File: src/rtl/frame_diff_filter_if.sv
// frame_diff_filter_if
//   Bundles the pixel-stream handshake, result stream, motion counter and
//   VIP control passthrough signals of frame_diff_filter_core.
//   master : the environment (sources A/B beats, sinks results)
//   slave  : the core
interface frame_diff_filter_if #(
    parameter int BITS_PER_SYMBOL  = 8,
    parameter int SYMBOLS_PER_BEAT = 3,
    parameter int COUNT_BITS       = 32
);
    localparam int W = BITS_PER_SYMBOL * SYMBOLS_PER_BEAT;

    // input pixel stream
    logic                       stall_in;
    logic                       read;
    logic [W-1:0]               data_A_in;
    logic [W-1:0]               data_B_in;
    logic                       end_of_video;
    logic [1:0]                 mode_in;
    logic [BITS_PER_SYMBOL-1:0] threshold_in;
    // result stream
    logic                       stall_out;
    logic                       write;
    logic [W-1:0]               data_out;
    logic                       end_of_video_out;
    // per-frame motion statistic
    logic [COUNT_BITS-1:0]      motion_count_out;
    logic                       motion_count_valid;
    // VIP control packet fields
    logic [15:0]                width_in;
    logic [15:0]                height_in;
    logic [3:0]                 interlaced_in;
    logic                       vip_ctrl_valid_in;
    logic [15:0]                width_out;
    logic [15:0]                height_out;
    logic [3:0]                 interlaced_out;
    logic                       vip_ctrl_valid_out;

    modport master (
        output stall_in, data_A_in, data_B_in, end_of_video, mode_in, threshold_in,
        output stall_out,
        output width_in, height_in, interlaced_in, vip_ctrl_valid_in,
        input  read, write, data_out, end_of_video_out,
        input  motion_count_out, motion_count_valid,
        input  width_out, height_out, interlaced_out, vip_ctrl_valid_out
    );

    modport slave (
        input  stall_in, data_A_in, data_B_in, end_of_video, mode_in, threshold_in,
        input  stall_out,
        input  width_in, height_in, interlaced_in, vip_ctrl_valid_in,
        output read, write, data_out, end_of_video_out,
        output motion_count_out, motion_count_valid,
        output width_out, height_out, interlaced_out, vip_ctrl_valid_out
    );
endinterface

File: src/rtl/frame_diff_filter_core.sv
// frame_diff_filter_core
//   Per-pixel difference filter over two aligned pixel streams A and B.
//   Each accepted beat goes through a registered difference stage (S1), a
//   combinational mode-select stage (S2) and a credit-controlled output FIFO.
//   mode 00 absdiff, 01 saturating A-B, 10 per-channel threshold mask,
//   11 whole-pixel motion mask. Mode/threshold are latched at frame start.
//   A per-frame count of pixels whose largest channel difference exceeds the
//   threshold is published at end of frame.
// Ports:
//   clk, rst_n : clock, asynchronous active-low reset
//   bus        : frame_diff_filter_if.slave (streams, counter, VIP passthrough)

// Single-channel difference: absolute value and A-B clamped at zero.
module frame_diff_lane #(
    parameter int BITS = 8
) (
    input  logic [BITS-1:0] a,
    input  logic [BITS-1:0] b,
    output logic [BITS-1:0] d,
    output logic [BITS-1:0] s
);
    always_comb begin
        if (a > b) begin
            d = a - b;
            s = a - b;
        end else begin
            d = b - a;
            s = '0;
        end
    end
endmodule

module frame_diff_filter_core #(
    parameter int BITS_PER_SYMBOL  = 8,
    parameter int SYMBOLS_PER_BEAT = 3,
    parameter int OUT_FIFO_DEPTH   = 4,
    parameter int COUNT_BITS       = 32
) (
    input logic             clk,
    input logic             rst_n,
    frame_diff_filter_if.slave bus
);
    localparam int W  = BITS_PER_SYMBOL * SYMBOLS_PER_BEAT;
    localparam int AW = $clog2(OUT_FIFO_DEPTH);

    typedef logic [SYMBOLS_PER_BEAT-1:0][BITS_PER_SYMBOL-1:0] chan_t;

    // ------------------------------------------------------------------
    // Credit / accept
    // ------------------------------------------------------------------
    logic          run;          // low during reset, high from first clock after
    logic [AW:0]   fifo_count;
    logic          s1_valid;
    logic [AW+1:0] occ;
    logic          read;
    logic          accept;

    // Credit counts entries already in the FIFO plus the one in flight in S1,
    // so a beat granted now always has a slot when it reaches the FIFO.
    assign occ    = (AW+2)'(fifo_count) + (AW+2)'(s1_valid);
    assign read   = run & (occ < (AW+2)'(OUT_FIFO_DEPTH));
    assign accept = read & ~bus.stall_in;

    always_ff @(posedge clk or negedge rst_n) begin
        if (!rst_n) run <= 1'b0;
        else        run <= 1'b1;
    end

    // ------------------------------------------------------------------
    // Frame shadowing of mode / threshold
    // ------------------------------------------------------------------
    logic                       frame_start;
    logic [1:0]                 active_mode;
    logic [BITS_PER_SYMBOL-1:0] active_thr;
    logic [1:0]                 eff_mode;
    logic [BITS_PER_SYMBOL-1:0] eff_thr;

    // The first beat of a frame must already use the values being captured.
    assign eff_mode = frame_start ? bus.mode_in      : active_mode;
    assign eff_thr  = frame_start ? bus.threshold_in : active_thr;

    always_ff @(posedge clk or negedge rst_n) begin
        if (!rst_n) begin
            frame_start <= 1'b1;
            active_mode <= 2'b00;
            active_thr  <= '0;
        end else if (accept) begin
            frame_start <= bus.end_of_video;
            if (frame_start) begin
                active_mode <= bus.mode_in;
                active_thr  <= bus.threshold_in;
            end
        end
    end

    // ------------------------------------------------------------------
    // Per-channel difference lanes
    // ------------------------------------------------------------------
    chan_t a_ch, b_ch, d_c, s_c;
    assign a_ch = bus.data_A_in;
    assign b_ch = bus.data_B_in;

    for (genvar i = 0; i < SYMBOLS_PER_BEAT; i++) begin : g_lane
        frame_diff_lane #(.BITS(BITS_PER_SYMBOL)) u_lane (
            .a (a_ch[i]),
            .b (b_ch[i]),
            .d (d_c[i]),
            .s (s_c[i])
        );
    end

    logic [BITS_PER_SYMBOL-1:0] max_d;
    always_comb begin
        max_d = '0;
        for (int i = 0; i < SYMBOLS_PER_BEAT; i++)
            if (d_c[i] > max_d) max_d = d_c[i];
    end

    // ------------------------------------------------------------------
    // S1 registers
    // ------------------------------------------------------------------
    chan_t                      s1_d, s1_s;
    logic                       s1_eop;
    logic                       s1_above;
    logic [1:0]                 s1_mode;
    logic [BITS_PER_SYMBOL-1:0] s1_thr;

    always_ff @(posedge clk or negedge rst_n) begin
        if (!rst_n) begin
            s1_valid <= 1'b0;
            s1_d     <= '0;
            s1_s     <= '0;
            s1_eop   <= 1'b0;
            s1_above <= 1'b0;
            s1_mode  <= 2'b00;
            s1_thr   <= '0;
        end else begin
            s1_valid <= accept;
            if (accept) begin
                s1_d     <= d_c;
                s1_s     <= s_c;
                s1_eop   <= bus.end_of_video;
                s1_above <= max_d > eff_thr;
                s1_mode  <= eff_mode;
                s1_thr   <= eff_thr;
            end
        end
    end

    // ------------------------------------------------------------------
    // S2 mode select
    // ------------------------------------------------------------------
    chan_t res;
    always_comb begin
        res = '0;
        for (int i = 0; i < SYMBOLS_PER_BEAT; i++) begin
            case (s1_mode)
                2'b00:   res[i] = s1_d[i];
                2'b01:   res[i] = s1_s[i];
                2'b10:   res[i] = (s1_d[i] > s1_thr) ? '1 : '0;
                default: res[i] = s1_above ? '1 : '0;
            endcase
        end
    end

    // ------------------------------------------------------------------
    // Output FIFO ({eop, data} per entry)
    // ------------------------------------------------------------------
    logic [W:0]    mem [OUT_FIFO_DEPTH];
    logic [AW-1:0] wr_ptr, rd_ptr;
    logic          push, pop, write;
    logic [W:0]    head;

    assign push  = s1_valid;
    assign write = (fifo_count != '0);
    assign pop   = write & ~bus.stall_out;
    assign head  = mem[rd_ptr];

    // Storage needs no reset: nothing is visible unless fifo_count says so.
    always_ff @(posedge clk) begin
        if (push) mem[wr_ptr] <= {s1_eop, W'(res)};
    end

    always_ff @(posedge clk or negedge rst_n) begin
        if (!rst_n) begin
            wr_ptr     <= '0;
            rd_ptr     <= '0;
            fifo_count <= '0;
        end else begin
            if (push) wr_ptr <= wr_ptr + AW'(1);
            if (pop)  rd_ptr <= rd_ptr + AW'(1);
            case ({push, pop})
                2'b10:   fifo_count <= fifo_count + (AW+1)'(1);
                2'b01:   fifo_count <= fifo_count - (AW+1)'(1);
                default: fifo_count <= fifo_count;
            endcase
        end
    end

    // ------------------------------------------------------------------
    // Motion counter (runs off S1, independent of downstream stalls)
    // ------------------------------------------------------------------
    logic [COUNT_BITS-1:0] cnt, cnt_inc, mc_out;
    logic                  mc_valid;

    assign cnt_inc = (&cnt) ? cnt : cnt + COUNT_BITS'(1);

    always_ff @(posedge clk or negedge rst_n) begin
        if (!rst_n) begin
            cnt      <= '0;
            mc_out   <= '0;
            mc_valid <= 1'b0;
        end else begin
            mc_valid <= 1'b0;
            if (s1_valid) begin
                if (s1_eop) begin
                    mc_out   <= s1_above ? cnt_inc : cnt;
                    cnt      <= '0;
                    mc_valid <= 1'b1;
                end else if (s1_above) begin
                    cnt <= cnt_inc;
                end
            end
        end
    end

    // ------------------------------------------------------------------
    // Outputs
    // ------------------------------------------------------------------
    assign bus.read               = read;
    assign bus.write              = write;
    assign bus.data_out           = write ? head[W-1:0] : '0;
    assign bus.end_of_video_out   = write & head[W];
    assign bus.motion_count_out   = mc_out;
    assign bus.motion_count_valid = mc_valid;

    assign bus.width_out          = bus.width_in;
    assign bus.height_out         = bus.height_in;
    assign bus.interlaced_out     = bus.interlaced_in;
    assign bus.vip_ctrl_valid_out = bus.vip_ctrl_valid_in;
endmodule

File: src/flat_wrapper.sv
// flat-port wrapper written by rule: the top's interface ports become plain ports
module frame_diff_filter_core_flat 
#(
    parameter int BITS_PER_SYMBOL  = 8,
    parameter int SYMBOLS_PER_BEAT = 3,
    parameter int OUT_FIFO_DEPTH   = 4,
    parameter int COUNT_BITS       = 32
)
  (clk, rst_n, bus_stall_in, bus_data_A_in, bus_data_B_in, bus_end_of_video, bus_mode_in, bus_threshold_in, bus_stall_out, bus_width_in, bus_height_in, bus_interlaced_in, bus_vip_ctrl_valid_in, bus_read, bus_write, bus_data_out, bus_end_of_video_out, bus_motion_count_out, bus_motion_count_valid, bus_width_out, bus_height_out, bus_interlaced_out, bus_vip_ctrl_valid_out);
  frame_diff_filter_if #(.BITS_PER_SYMBOL(BITS_PER_SYMBOL), .SYMBOLS_PER_BEAT(SYMBOLS_PER_BEAT), .COUNT_BITS(COUNT_BITS)) bus_i ();
  input logic clk;
  input logic rst_n;
  input wire logic [$bits(bus_i.stall_in)-1:0] bus_stall_in;
  input wire logic [$bits(bus_i.data_A_in)-1:0] bus_data_A_in;
  input wire logic [$bits(bus_i.data_B_in)-1:0] bus_data_B_in;
  input wire logic [$bits(bus_i.end_of_video)-1:0] bus_end_of_video;
  input wire logic [$bits(bus_i.mode_in)-1:0] bus_mode_in;
  input wire logic [$bits(bus_i.threshold_in)-1:0] bus_threshold_in;
  input wire logic [$bits(bus_i.stall_out)-1:0] bus_stall_out;
  input wire logic [$bits(bus_i.width_in)-1:0] bus_width_in;
  input wire logic [$bits(bus_i.height_in)-1:0] bus_height_in;
  input wire logic [$bits(bus_i.interlaced_in)-1:0] bus_interlaced_in;
  input wire logic [$bits(bus_i.vip_ctrl_valid_in)-1:0] bus_vip_ctrl_valid_in;
  output wire logic [$bits(bus_i.read)-1:0] bus_read;
  output wire logic [$bits(bus_i.write)-1:0] bus_write;
  output wire logic [$bits(bus_i.data_out)-1:0] bus_data_out;
  output wire logic [$bits(bus_i.end_of_video_out)-1:0] bus_end_of_video_out;
  output wire logic [$bits(bus_i.motion_count_out)-1:0] bus_motion_count_out;
  output wire logic [$bits(bus_i.motion_count_valid)-1:0] bus_motion_count_valid;
  output wire logic [$bits(bus_i.width_out)-1:0] bus_width_out;
  output wire logic [$bits(bus_i.height_out)-1:0] bus_height_out;
  output wire logic [$bits(bus_i.interlaced_out)-1:0] bus_interlaced_out;
  output wire logic [$bits(bus_i.vip_ctrl_valid_out)-1:0] bus_vip_ctrl_valid_out;
  assign bus_i.stall_in = bus_stall_in;
  assign bus_i.data_A_in = bus_data_A_in;
  assign bus_i.data_B_in = bus_data_B_in;
  assign bus_i.end_of_video = bus_end_of_video;
  assign bus_i.mode_in = bus_mode_in;
  assign bus_i.threshold_in = bus_threshold_in;
  assign bus_i.stall_out = bus_stall_out;
  assign bus_i.width_in = bus_width_in;
  assign bus_i.height_in = bus_height_in;
  assign bus_i.interlaced_in = bus_interlaced_in;
  assign bus_i.vip_ctrl_valid_in = bus_vip_ctrl_valid_in;
  assign bus_read = bus_i.read;
  assign bus_write = bus_i.write;
  assign bus_data_out = bus_i.data_out;
  assign bus_end_of_video_out = bus_i.end_of_video_out;
  assign bus_motion_count_out = bus_i.motion_count_out;
  assign bus_motion_count_valid = bus_i.motion_count_valid;
  assign bus_width_out = bus_i.width_out;
  assign bus_height_out = bus_i.height_out;
  assign bus_interlaced_out = bus_i.interlaced_out;
  assign bus_vip_ctrl_valid_out = bus_i.vip_ctrl_valid_out;
  frame_diff_filter_core #(.BITS_PER_SYMBOL(BITS_PER_SYMBOL), .SYMBOLS_PER_BEAT(SYMBOLS_PER_BEAT), .OUT_FIFO_DEPTH(OUT_FIFO_DEPTH), .COUNT_BITS(COUNT_BITS)) u_core (.clk(clk), .rst_n(rst_n), .bus(bus_i));
endmodule
File: config.mk
export PLATFORM = sky130hd
export DESIGN_NAME = frame_diff_filter_core_flat
export DESIGN_NICKNAME = d
export VERILOG_FILES = /design/src/rtl/frame_diff_filter_if.sv /design/src/rtl/frame_diff_filter_core.sv /design/src/flat_wrapper.sv
export SDC_FILE = /design/constraint.sdc
export NUM_CORES = 1
export LEC_CHECK = 0
export ABC_AREA = 1
export CAP_MARGIN = 20
export CORE_MARGIN = 4
export CORE_UTILIZATION = 50
export CTS_BUF_LIST = sky130_fd_sc_hd__clkbuf_4 sky130_fd_sc_hd__clkbuf_8
export CTS_CLUSTER_DIAMETER = 60
export CTS_CLUSTER_SIZE = 30
export DETAILED_ROUTE_END_ITERATION = 8
export GPL_ROUTABILITY_DRIVEN = 0
export PLACE_DENSITY_LB_ADDON = 0.25
export SYNTH_ARGS = -nofsm -noshare
export SYNTH_HDL_FRONTEND = slang
export SYNTH_HIERARCHICAL = 1
export SYNTH_SLANG_ARGS = --single-unit
File: constraint.sdc
create_clock -name clk -period 2.9 [get_ports clk]
set_clock_uncertainty 0.2 [all_clocks]
set_input_delay 0.87 -clock clk [delete_from_list [all_inputs] [get_ports clk]]
set_output_delay 0.87 -clock clk [all_outputs]
set_load 0.005 [all_outputs]
Word level (Yosys, flattened, before mapping)
Memory sizes are Yosys's and may differ from the RTL's.
Cells that the tools add are included.
Widths: inputs -> output; s select.
- register bits after elaboration: 135
- memory bits (writable): 100
- memories kept: 1
- add/sub/neg operators: 12
- order comparisons: 11
- equal/unequal tests: 4
- mux-type cells: 26
- bitwise operators: 6
- reduce and logical (&&, ||, !) cells: 6
- memories (memory ; depth ; width ; rd ports ; clocked after Yosys merged registers in ; wr ports ; line ; source):
    u_core.mem ; 4 ; 25 ; 1 ; 0 ; 1 ; frame_diff_filter_core.sv:169 ; logic [W:0] mem [OUT_FIFO_DEPTH];
- operators with widths (kind ; number):
    $mux 8 ; 14
    $mux 32 ; 3
    $gt 8x8->1 ; 9
    $pmux 8 s3 ; 3
    $sub 8x8->8 ; 6
    $add 32x1->32 const B ; 1
    $reduce_and 32->1 ; 1
    $mux 24 ; 1
    $gt 8x1->1 const B ; 1
    $pmux 3 s2 ; 1
    $add 2x1->2 const B ; 2
    $add 3x1->4 ; 1
    $and 1x1->1 ; 4
    $eq 2x1->1 const B ; 2
    $eq 2x2->1 const B ; 2
    $lt 4x3->1 const B ; 1
    $mux 1 ; 4
    $reduce_and 2->1 ; 2
    $add 3x1->3 const B ; 1
    $reduce_bool 3->1 ; 1
    $sub 3x1->3 const B ; 1
    $logic_not 2->1 ; 1
    $not 1->1 ; 2
    $reduce_bool 2->1 ; 1

Longest topological paths before layout
Gate-level depths: netlist of the first run.
- depth after elaboration: 9
- mapped depth: 38
- mapped depth without buffers: 38

By module
The synthesis of the first run kept the hierarchy.
- by module, submodules not included (module ; instances ; cells an instance ; area an instance (um^2) ; sequential area each (um^2)):
    frame_diff_filter_core ; 1 ; 1478 ; 12505.7 ; 6382.4
    frame_diff_lane ; 3 ; 175 ; 920.9 ; 0.0

Worst setup path before layout of the first run
No wires, ideal clock.
- path kind: input -> register
- start: in bus_data_A_in[0]
- end: reg u_core.s1_above
- library setup time: 133 ps
- arrival time: 4944 ps
- data required time: 2567 ps
- setup slack: -2377 ps
- stages on the path: 35
- buffers on the path: 1
- cell sequence: inv_1 -> ha_1 -> inv_1 -> fa_1 -> nand2_1 -> nand2_1 -> nand3_1 -> nand2_1 -> nand2_2 -> buf_6 -> nand3_2 -> nand2_1 -> inv_1 -> ha_1 -> nand2_1 -> nor2_1 -> nand4_1 -> nand2_1 -> nand2_1 -> nand2_1 -> ha_1 -> a21oi_1 -> o21ai_0 -> nand2_1 -> nand3_1 -> nand2_1 -> inv_1 -> nand2_1 -> nand2_1 -> ha_1 -> a21oi_1 -> o21a_1 -> nor2_1 -> o21ai_1 -> o21ai_0
- RTL lines (element ; line ; source):
    start: declaration ; flat_wrapper.sv:14 ; input wire logic [$bits(bus_i.data_A_in)-1:0] bus_data_A_in;
    end signal: assignment ; frame_diff_filter_core.sv:143 ; s1_above <= max_d > eff_thr;
    end: declaration ; frame_diff_filter_core.sv:124 ; logic s1_above;

==> results of run 1 <==
[cell usage after synthesis, types with 2 or more instances]
| cell | number |
|---|---|
| ha_1 | 99 |
| nand3_2 | 9 |
| buf_6 | 9 |
| nand4_1 | 29 |
| nor2_1 | 172 |
| buf_4 | 42 |
| nor2_4 | 2 |
| nor2_2 | 11 |
| buf_2 | 9 |
| or2_4 | 3 |
| clkbuf_1 | 47 |
| nor3_1 | 4 |
| o21ai_0 | 135 |
| or2_2 | 9 |
| inv_1 | 254 |
| buf_1 | 2 |
| dfrtp_1 | 134 |
| nand2_1 | 601 |
| xor2_1 | 22 |
| o21a_1 | 2 |
| nand2_2 | 10 |
| a21oi_1 | 63 |
| o21ai_1 | 4 |
| o21ai_2 | 3 |
| nand3b_1 | 25 |
| o211ai_1 | 13 |
| clkinv_1 | 2 |
| xnor2_1 | 4 |
| inv_2 | 6 |
| edfxtp_1 | 100 |
| fa_1 | 7 |
| nand3_1 | 162 |
[layer usage]
metal  track usage, %  up-vias  share of wire [%]
met2            41.32      445                 50
met5                0        -                  0
li1                 -     6921                  -
met4            5.344        0                2.2
met3            1.765       68                5.4
met1            31.65     6648                 43
[where the power goes]
group / internal [uW] / total, uW / switching [uW] / leakage (uW)
sequential: 4740 / 5350 / 612 / 0.00268
clock: 586 / 1760 / 1170 / 0.000168
combinational: 4230 / 9850 / 5620 / 0.00677
[area by class of cell]
type | count | area, sq um
inverters | 262 | 1031
multi-input cells | 1399 | 8612
flip-flops and latches | 235 | 6386
repair buffers | 357 | 3228
well taps | 390 | 488.0
clock buffers | 15 | 206.4
fillers | 2342 | 9777
clock inverters | 11 | 146.4
[worst paths after layout]
check / start / end / slack [ps]
min in group clk: u_core/bus.motion_count_out[21] / u_core/bus.motion_count_out[21] / 290
min reg2reg: u_core/bus.motion_count_out[21] / u_core/bus.motion_count_out[21] / 290
min: rst_n / u_core/s1_d[5] / 40
max in group asynchronous: rst_n / u_core/s1_s[13] / 1800
max reg2reg: u_core/frame_start / u_core/s1_above / 490
max: bus_data_A_in[5] / u_core/s1_above / -2090
[logic make-up (layout without fill, tap and decap cells)]
group,count (synthesis),after routing,share of synthesized area [%]
AND/OR/NAND/NOR,1042,1044,29.34
adder cells (fa/ha/maj),106,106,9.031
flip-flops,235,235,41.80
multiplexers,1,1,0.07375
AO/OA/AOI/OAI,221,221,7.572
XOR/XNOR,26,26,1.491
buffers and inverters,371,645,10.67
other,1,1,0.02456
[state kept, by name (all words and copies together), names as in the netlist]
| name | flops |
|---|---|
| u_core/bus.motion_count_out | 32 |
| u_core/bus.motion_count_valid | 1 |
| u_core/cnt | 32 |
| u_core/fifo_count | 3 |
| u_core/frame_start | 1 |
| u_core/mem | 100 |
| u_core/push | 1 |
| u_core/rd_ptr | 2 |
| u_core/run | 1 |
| u_core/s1_above | 1 |
| u_core/s1_d | 24 |
| u_core/s1_eop | 1 |
| u_core/s1_mode | 2 |
| u_core/s1_s | 24 |
| u_core/s1_thr | 8 |
| u_core/wr_ptr | 2 |
[repair_timing]
action	CTS	global route
resized for setup	417	214
setup endpoints to repair	28	29
pin swaps	122	105
cloned	7	8
setup buffers	33	15
endpoints found under the hold margin	0	0
[cell usage in the layout (no fill, tap or decap), types with 9 or more instances in the layout]
cell,count
edfxtp_1,100
nand2_4,23
o211ai_1,13
nand2_2,56
nand3_1,151
o21ai_2,20
buf_2,31
a21oi_2,26
ha_4,34
nor2_4,35
a21oi_1,37
dlygate4sd2_1,13
or2_2,9
buf_12,11
xor2_1,22
o21ai_0,88
nand3b_1,25
inv_2,28
nand3_2,17
clkbuf_8,15
o21ai_1,33
nor2_2,43
nor2_1,107
nand2_1,532
buf_4,191
ha_1,63
buf_6,26
inv_1,223
dfrtp_1,131
clkdlybuf4s50_1,63
nand4_1,29
[critical path, delay by kind of cell]
family | cells | cell delay [ps]
fa+ha+maj | 4 | 980
simple gates | 15 | 1970
buf+inv | 7 | 520
compound gates | 6 | 870
[stage by stage]
stage,setup WS (ps),hold WS [ps],setup TNS (ps)
6_report,-2089,44.98,-2717
2_1_floorplan,-2163,242.5,-2163
4_1_cts,-1764,21.85,-3809
3_3_place_gp,-3011,257.0,-13990
5_1_grt,-2253,43.55,-4495
3_5_place_dp,-3213,259.8,-15960
==> flow_summary_export.csv, run 1 <==
group,metric,value,unit
cts,cts-root-buf,"clkbuf_8",
global_routing,grt_pass1_wl,65.75,mm
yosys,ys_types,41,
route,drc,0,
run_status,status,"finished, violations left",
worst_setup_path,crit_type,"input port to register",
yosys,synth_area,15270,sq um
yosys,async_reset_ff_share,57.45,%
yosys,netlist.area_leader.share,21.96,%
yosys,syn_inst,2003,
yosys,synth_fp_nets,2209,
route,vias,14082,
cts,clk_path_buf_depth,3,
global_routing,globalRoute.totalOverflow,0,
sta,grt_setup_unrepaired,"yes",
floorplan,die_y,182.7,um
worst_setup_path,worst_setup_path_start_kind,"input port",
cells_and_area,finish.instance_area,20100,sq um
power_and_ir_drop,powerDensity,843.9,nW/um^2
sta,period_share,172.0,%
cells_and_area,finish.utilization,67.27,%
floorplan,core-area,29870,sq um
sta,final-setup-viol-count,13,
floorplan,rows,63,
power_and_ir_drop,power.leakage,0.009614,uW
run_status,violations,"setup timing",
route,wire_per_inst,15.64,um
cells_and_area,stdcell_count,2669,
cells_and_area,nets,2476,
yosys,synth_edf_count,100,
global_routing,grt.total_usage,23.37,%
power_and_ir_drop,power.total,16960,uW
route,ant_nets,0,
route,viasPerCell,5.276,
cts,tritoncts,"yes",
yosys,ys_seq_area_share,41.80,%
worst_setup_path,crit_fanout,8,
sta,fin_ws,-2089,ps
sta,max_freq,0.2004,GHz
placed_design,dpl_cell_area,17750,sq um
route,firstDrtPassIters,6,
yosys,synth-main-ff-cell,"dfrtp_1",
placed_design,dp_hpwl,28.10,mm
floorplan,fp.dieW,182.7,um
sta,post-route-min-period,4989,ps
sta,worstMarginPinSlew,879.3,ps
cells_and_area,drive_gt1_share,27.60,%
yosys,syn_area_per_cell,7.623,sq um
cells_and_area,area_delta_synth_final,31.63,%
cts,htree_levels,1,
route,drt-initial-drc-count,1113,
flow_run,maxCapViolations,0,
yosys,yosys.area.top_type,"dfrtp_1",
cts,clock-sinks,235,
worst_setup_path,crit_path_top_delay_cell,"nand4_1",
global_routing,grt_pass1_vias,13519,
min_path,hp-class,"input port to async pin",
yosys,ys_ff_latch,235,
placed_design,portBuffers,122,
power_and_ir_drop,ir_drop,0.0004055,V
worst_setup_path,rr_worst_depth,8,
worst_setup_path,cp_data_required_time,3140,ps
sta,final-hold-violation-count,0,
global_routing,grt_start_max_net_pins,49,
worst_setup_path,arrival,5230,ps
floorplan,die_area,33400,sq um
worst_setup_path,max_stage_delay,280,ps
floorplan,io-pin-count,197,
cts,numCtsBuffers,15,
cts,clkTransAtPathRegs,170,ps
sta,relSlewSlack,41.38,%
worst_setup_path,setup.worst_path.end_class,"register",
cts,insertion_delay,550,ps
yosys,ys_top_cells_by_area,"dfrtp_1 (22%), edfxtp_1 (20%), nand2_1 (15%), ha_1 (8.1%), inv_1 (6.2%)",
sta,slew_viol_final,0,
route,routed_wl,41.73,mm
yosys,synth_warnings,6,
placed_design,dpl.cell_count,2584,
cells_and_area,diodes,0,
cts,holdBufCountCts,0,
floorplan,start_util,51.11,%
global_routing,antenna_found_initial,0,
Power figures use the tool's default switching activity.
==> inputs of run 2 (changes only) <==
--- a/config.mk
+++ b/config.mk
@@ -14,6 +14,7 @@
 export CTS_CLUSTER_SIZE = 30
 export DETAILED_ROUTE_END_ITERATION = 8
 export GPL_ROUTABILITY_DRIVEN = 0
+export GPL_TIMING_DRIVEN = 0
 export PLACE_DENSITY_LB_ADDON = 0.25
 export SYNTH_ARGS = -nofsm -noshare
 export SYNTH_HDL_FRONTEND = slang
==> run 2 against run 1 <==
  * The run still ends with setup timing left
  * Sequential share of layout area fell by 0.13 points
  * Non-clock buffer count rose by 29
  * Flip-flop and latch count did not move
  * Clock power rose by 6%
  * Cell count rose by 1.2%
  * Highest routed layer unchanged
  * Cell area rose by 0.42%
  * Global-route usage rose by 1.8 points
  * First-iteration DRC count rose by 6.8%
  * Setup slack got worse by 120 ps
==> flow_summary_export.csv, run 2 (same netlist as run 1, synthesis figures left out) <==
group,metric,value,unit
worst_setup_path,cp_data_required_time,3090,ps
placed_design,portBuffers,159,
cells_and_area,area_delta_synth_final,32.19,%
cells_and_area,finish.utilization,67.56,%
global_routing,globalRoute.totalOverflow,0,
cts,clock-sinks,235,
floorplan,die_y,182.7,um
sta,slew_viol_final,0,
cts,insertion_delay,570,ps
worst_setup_path,crit_type,"input port to register",
cts,clk_path_buf_depth,3,
sta,relSlewSlack,22.52,%
route,drc,0,
route,firstDrtPassIters,5,
global_routing,grt_pass1_wl,70.01,mm
run_status,violations,"setup timing",
cells_and_area,stdcell_count,2700,
cells_and_area,diodes,0,
power_and_ir_drop,power.total,17210,uW
cells_and_area,regMostFlops,"u_core/mem",
power_and_ir_drop,powerDensity,852.4,nW/um^2
worst_setup_path,worst_setup_path_start_kind,"input port",
power_and_ir_drop,ir_drop,0.0005608,V
global_routing,grt_start_max_net_pins,90,
sta,post-route-min-period,5110,ps
power_and_ir_drop,power.leakage,0.009643,uW
worst_setup_path,arrival,5300,ps
floorplan,die_area,33400,sq um
cts,clkTransAtPathRegs,160,ps
floorplan,start_util,51.11,%
global_routing,grt.total_usage,25.21,%
flow_run,maxCapViolations,0,
worst_setup_path,crit_fanout,8,
floorplan,rows,63,
cells_and_area,layout_common_cells,"nand2_1 (528), inv_1 (222), nand3_1 (152)",
cts,cts-root-buf,"clkbuf_8",
floorplan,io-pin-count,197,
worst_setup_path,max_stage_delay,360,ps
cells_and_area,drive_gt1_share,25.02,%
placed_design,dpl.cell_count,2553,
cells_and_area,nets,2506,
cells_and_area,mostFrequentLayoutCell,"nand2_1",
min_path,hp-class,"input port to async pin",
route,drt-initial-drc-count,1189,
route,vias,14589,
route,viasPerCell,5.403,
cells_and_area,n_fill_cell,2355,
cts,holdBufCountCts,0,
cells_and_area,largest_register_ffs,100,
sta,fin_ws,-2210,ps
sta,worstMarginPinSlew,1161,ps
worst_setup_path,crit_path_top_delay_cell,"fa_2",
global_routing,antenna_found_initial,0,
cts,numCtsBuffers,16,
sta,max_freq,0.1957,GHz
worst_setup_path,setup.worst_path.end_class,"register",
route,ant_nets,0,
worst_setup_path,rr_worst_depth,9,
run_status,status,"finished, violations left",
sta,grt_setup_unrepaired,"yes",
sta,final-setup-viol-count,25,
floorplan,fp.dieW,182.7,um
route,wire_per_inst,16.94,um
floorplan,core-area,29870,sq um
cts,tritoncts,"yes",
sta,final-hold-violation-count,0,
sta,period_share,176.2,%
placed_design,dp_hpwl,30.10,mm
route,routed_wl,45.75,mm
cts,htree_levels,1,
global_routing,grt_pass1_vias,14005,
==> run 2: repair_timing <==
item / in CTS / in global routing
setup endpoints to repair: 28 / 27
gates cloned: 7 / 1
setup buffers: 95 / 37
resized for setup: 449 / 230
pin swaps: 126 / 126
==> run 2: per-layer routing <==
metal | global-route usage (%) | share of wire [%]
met1 | 32.53 | 39
met2 | 44.79 | 50
met3 | 3.173 | 7.3
met4 | 7.115 | 3.8
met5 | 0 | 0
==> run 2: final timing paths <==
check	start	end	slack, ps
min	rst_n	u_core/s1_s[11]	30
max in group asynchronous	rst_n	u_core/fifo_count[2]	1630
max reg2reg	u_core/frame_start	u_core/s1_above	240
min reg2reg	u_core/bus.motion_count_out[7]	u_core/bus.motion_count_out[7]	290
min in group clk	u_core/bus.motion_count_out[7]	u_core/bus.motion_count_out[7]	290
max	bus_data_A_in[8]	u_core/s1_above	-2210
==> run 2: worst max-delay path, delay by kind of cell <==
family | cells | cell delay (ps)
AOI/OAI and AO/OA | 6 | 860
adders and majority gates | 5 | 1240
buffers and inverters | 7 | 630
and+or+nand+nor | 19 | 1680
==> run 2: layout make-up <==
type                       count  area, sq um  area share [%]
buffer                       106        845.8           4.191
inverter                     262         1023           5.071
clock inverter                 9        105.1          0.5207
timing repair inverter         1        8.758         0.04339
clock buffer                  19        261.5           1.296
timing repair buffer         280         2487           12.32
sequential                   235         6387           31.65
tap                          390        488.0           2.418
multi-input combinational   1398         8576           42.49
==> run 2: metrics by stage <==
stage          cell area (sq um)  hold slack (ps)  setup TNS (ps)  setup slack [ps]
6_report                   20180            32.42           -5505             -2210
5_1_grt                    20180            56.36           -7783             -2327
4_1_cts                    19310            37.89           -5077             -2024
3_5_place_dp               17380            266.2          -18660             -3555
3_3_place_gp               17360            264.3         -645850             -4705
2_1_floorplan              15280            242.5           -2163             -2163
==> run 2: where the power goes <==
group	total [uW]	internal [uW]	switching, uW
clock	1870	679	1200
sequential	5310	4750	564
combinational	10000	4190	5830
==> inputs of run 3 (changes only) <==
--- a/config.mk
+++ b/config.mk
@@ -5,7 +5,6 @@
 export SDC_FILE = /design/constraint.sdc
 export NUM_CORES = 1
 export LEC_CHECK = 0
-export ABC_AREA = 1
 export CAP_MARGIN = 20
 export CORE_MARGIN = 4
 export CORE_UTILIZATION = 50
==> run 3 against run 2 <==
  * The run still ends with setup timing left
  * Die area fell by 1.9%
  * Fmax fell by 15%
  * Core utilization fell by 0.73 points
  * Via count fell by 14%
  * Cell count fell by 21%
  * Cell area fell by 2.1%
  * Sequential share of layout area rose by 0.69 points
  * Global-route usage fell by 1.4 points
  * Largest power group unchanged
==> flow_summary_export.csv, run 3 <==
group,metric,value,unit
run_status,status,"finished, violations left",
run_status,violations,"setup timing",
worst_setup_path,worst_setup_path_start_kind,"input port",
cells_and_area,nets,1925,
floorplan,die_area,32760,sq um
worst_setup_path,cpMostUsedCell,"buf_4",
sta,max_freq,0.1670,GHz
route,viasPerCell,5.915,
power_and_ir_drop,power.leakage,0.008119,uW
yosys,synth_area,14960,sq um
global_routing,grt_start_max_net_pins,91,
sta,final-setup-viol-count,26,
floorplan,fp.dieW,181.0,um
route,vias,12540,
power_and_ir_drop,powerDensity,863.7,nW/um^2
global_routing,grt_pass1_vias,12270,
sta,worstMarginPinSlew,946.1,ps
worst_setup_path,rrSetupSlack,0,ps
cts,clkTransAtPathRegs,150,ps
route,firstDrtPassIters,5,
global_routing,grt.total_usage,23.80,%
yosys,yosys.area.top_type,"dfrtp_1",
global_routing,antenna_found_initial,1,
yosys,syn_area_per_cell,10.54,sq um
yosys,ys_seq_area_share,42.65,%
floorplan,start_util,50.62,%
yosys,synth_warnings,6,
power_and_ir_drop,ir_drop,0.0004898,V
worst_setup_path,setup.worst_path.end_class,"register",
yosys,async_reset_ff_share,57.45,%
route,drc,0,
sta,relSlewSlack,36.34,%
yosys,ys_ff_latch,235,
worst_setup_path,cp_data_required_time,3130,ps
yosys,synth-main-ff-cell,"dfrtp_1",
placed_design,portBuffers,159,
cts,insertion_delay,560,ps
min_path,hp-class,"input port to async pin",
yosys,synth.most_common_cell,"dfrtp_1",
floorplan,rows,63,
yosys,synth_fp_nets,1625,
sta,hold_ws,51.05,ps
flow_run,maxCapViolations,0,
sta,slew_viol_final,0,
worst_setup_path,max_stage_delay,360,ps
placed_design,dpl.cell_count,1973,
cells_and_area,regMostFlops,"u_core/mem",
worst_setup_path,crit_path_top_delay_cell,"fa_2",
global_routing,globalRoute.totalOverflow,0,
cells_and_area,layout_common_cells,"buf_4 (136), dfrtp_1 (129), edfxtp_1 (100)",
route,routed_wl,41.98,mm
floorplan,die_y,181.0,um
cells_and_area,stdcell_count,2120,
floorplan,io-pin-count,197,
cells_and_area,area_delta_synth_final,32.02,%
cells_and_area,mostFrequentLayoutCell,"buf_4",
sta,final-hold-violation-count,0,
placed_design,dp_hpwl,28.01,mm
cts,tritoncts,"yes",
power_and_ir_drop,power.total,17060,uW
worst_setup_path,crit_type,"input port to register",
cts,cts-root-buf,"clkbuf_8",
yosys,ys_top_cells_by_area,"dfrtp_1 (22%), edfxtp_1 (20%), ha_1 (8.3%), mux2_2 (5.5%), mux4_2 (3.8%)",
cts,clock-sinks,235,
cts,htree_levels,1,
route,ant_nets,0,
route,wire_per_inst,19.80,um
cells_and_area,largest_register_ffs,100,
yosys,ys_top_cells_by_count,"dfrtp_1 (134), inv_1 (108), edfxtp_1 (100)",
route,drt-initial-drc-count,977,
sta,grt_setup_unrepaired,"yes",
yosys,syn_inst,1419,
cts,clk_path_buf_depth,3,
cts,numCtsBuffers,16,
sta,fin_ws,-3088,ps
yosys,ys_types,83,
yosys,netlist.area_leader.share,22.41,%
floorplan,core-area,29560,sq um
sta,period_share,206.5,%
cells_and_area,drive_gt1_share,34.07,%
worst_setup_path,crit_fanout,8,
worst_setup_path,rr_worst_depth,6,
global_routing,grt_pass1_wl,64.43,mm
cells_and_area,finish.instance_area,19750,sq um
yosys,synth_edf_count,100,
worst_setup_path,arrival,6220,ps
sta,post-route-min-period,5988,ps
placed_design,dpl_cell_area,17300,sq um
run 3: cell types whose count changed after synthesis, moves of 28 or more:
cell	previous run	this run
or3_1	0	28
inv_1	254	108
nor2_1	172	62
a31oi_1	1	34
nand3_1	162	38
mux2_2	1	73
o21ai_0	135	98
nand2_1	601	78
nor2b_1	0	36
run 3: area by class of cell:
cell class,instances,area (sq um)
antenna,1,2.502
buffer,95,654.4
clock buffer,17,234.0
clock inverter,11,126.4
fill,2210,9806
inverter,110,440.4
multi-input combinational,970,8785
sequential,235,6389
tap,390,488.0
timing repair buffer,291,2635
run 3: path summary, 6_finish.rpt:
path / from / endpoint
max: bus_data_A_in[8] / u_core/s1_above
min reg2reg: u_core/bus.motion_count_out[12] / u_core/bus.motion_count_out[12]
max reg2reg: u_core/fifo_count[0] / u_core/s1_d[5]
min in group clk: u_core/bus.motion_count_out[12] / u_core/bus.motion_count_out[12]
max in group asynchronous: rst_n / u_core/cnt[28]
min: rst_n / u_core/s1_mode[1]
run 3: cells by family after synthesis:
group | synth area share (%)
buf+inv | 6.915
xor+xnor | 1.932
mux | 10.63
simple gates | 13.52
flops | 42.65
fa+ha+maj | 9.215
compound gates | 15.11
other cells | 0.02506
run 3: per-layer routing:
| metal | vias to the layer above | global-route usage, % | part of all wire (%) |
|---|---|---|---|
| met3 | 110 | 3.121 | 5.8 |
| met4 | 0 | 6.575 | 3.4 |
| met2 | 486 | 40.29 | 49 |
| met1 | 6168 | 32.51 | 42 |
| li1 | 5776 | - | - |
| met5 | - | 0 | 0 |
run 3: timing repair:
action,CTS,global route
cloned,3,0
setup endpoints to repair,74,91
hold buffers,0,0
endpoints found under the hold margin,0,0
gates resized for setup,412,126
pin swaps,81,62
buffers inserted,105,29
run 3: critical path, delay by kind of cell:
kind                       cells  cell delay, ps
buffers and inverters         18            2150
AOI/OAI and AO/OA              7            1270
adders and majority gates      4            1070
and+or+nand+nor                4             510
muxes                          1             240
xor gates and xnor gates       1             100
run 3: power breakdown:
| part | total, uW | switching (uW) | internal, uW |
|---|---|---|---|
| sequential | 5410 | 671 | 4740 |
| clock | 1870 | 1170 | 704 |
| combinational | 9780 | 4920 | 4860 |
| total | 17100 | 6760 | 10300 |
run 3: per-stage QoR:
stage	TNS, ps	setup slack, ps	utilization [%]
final	-9707	-3088	66.83
after detailed placement	-46470	-4604	58.53
after global routing	-12030	-3275	66.83
after CTS	-11300	-2981	65.05
after floorplan	-3525	-3211	-
after global placement	-684400	-4771	58.06
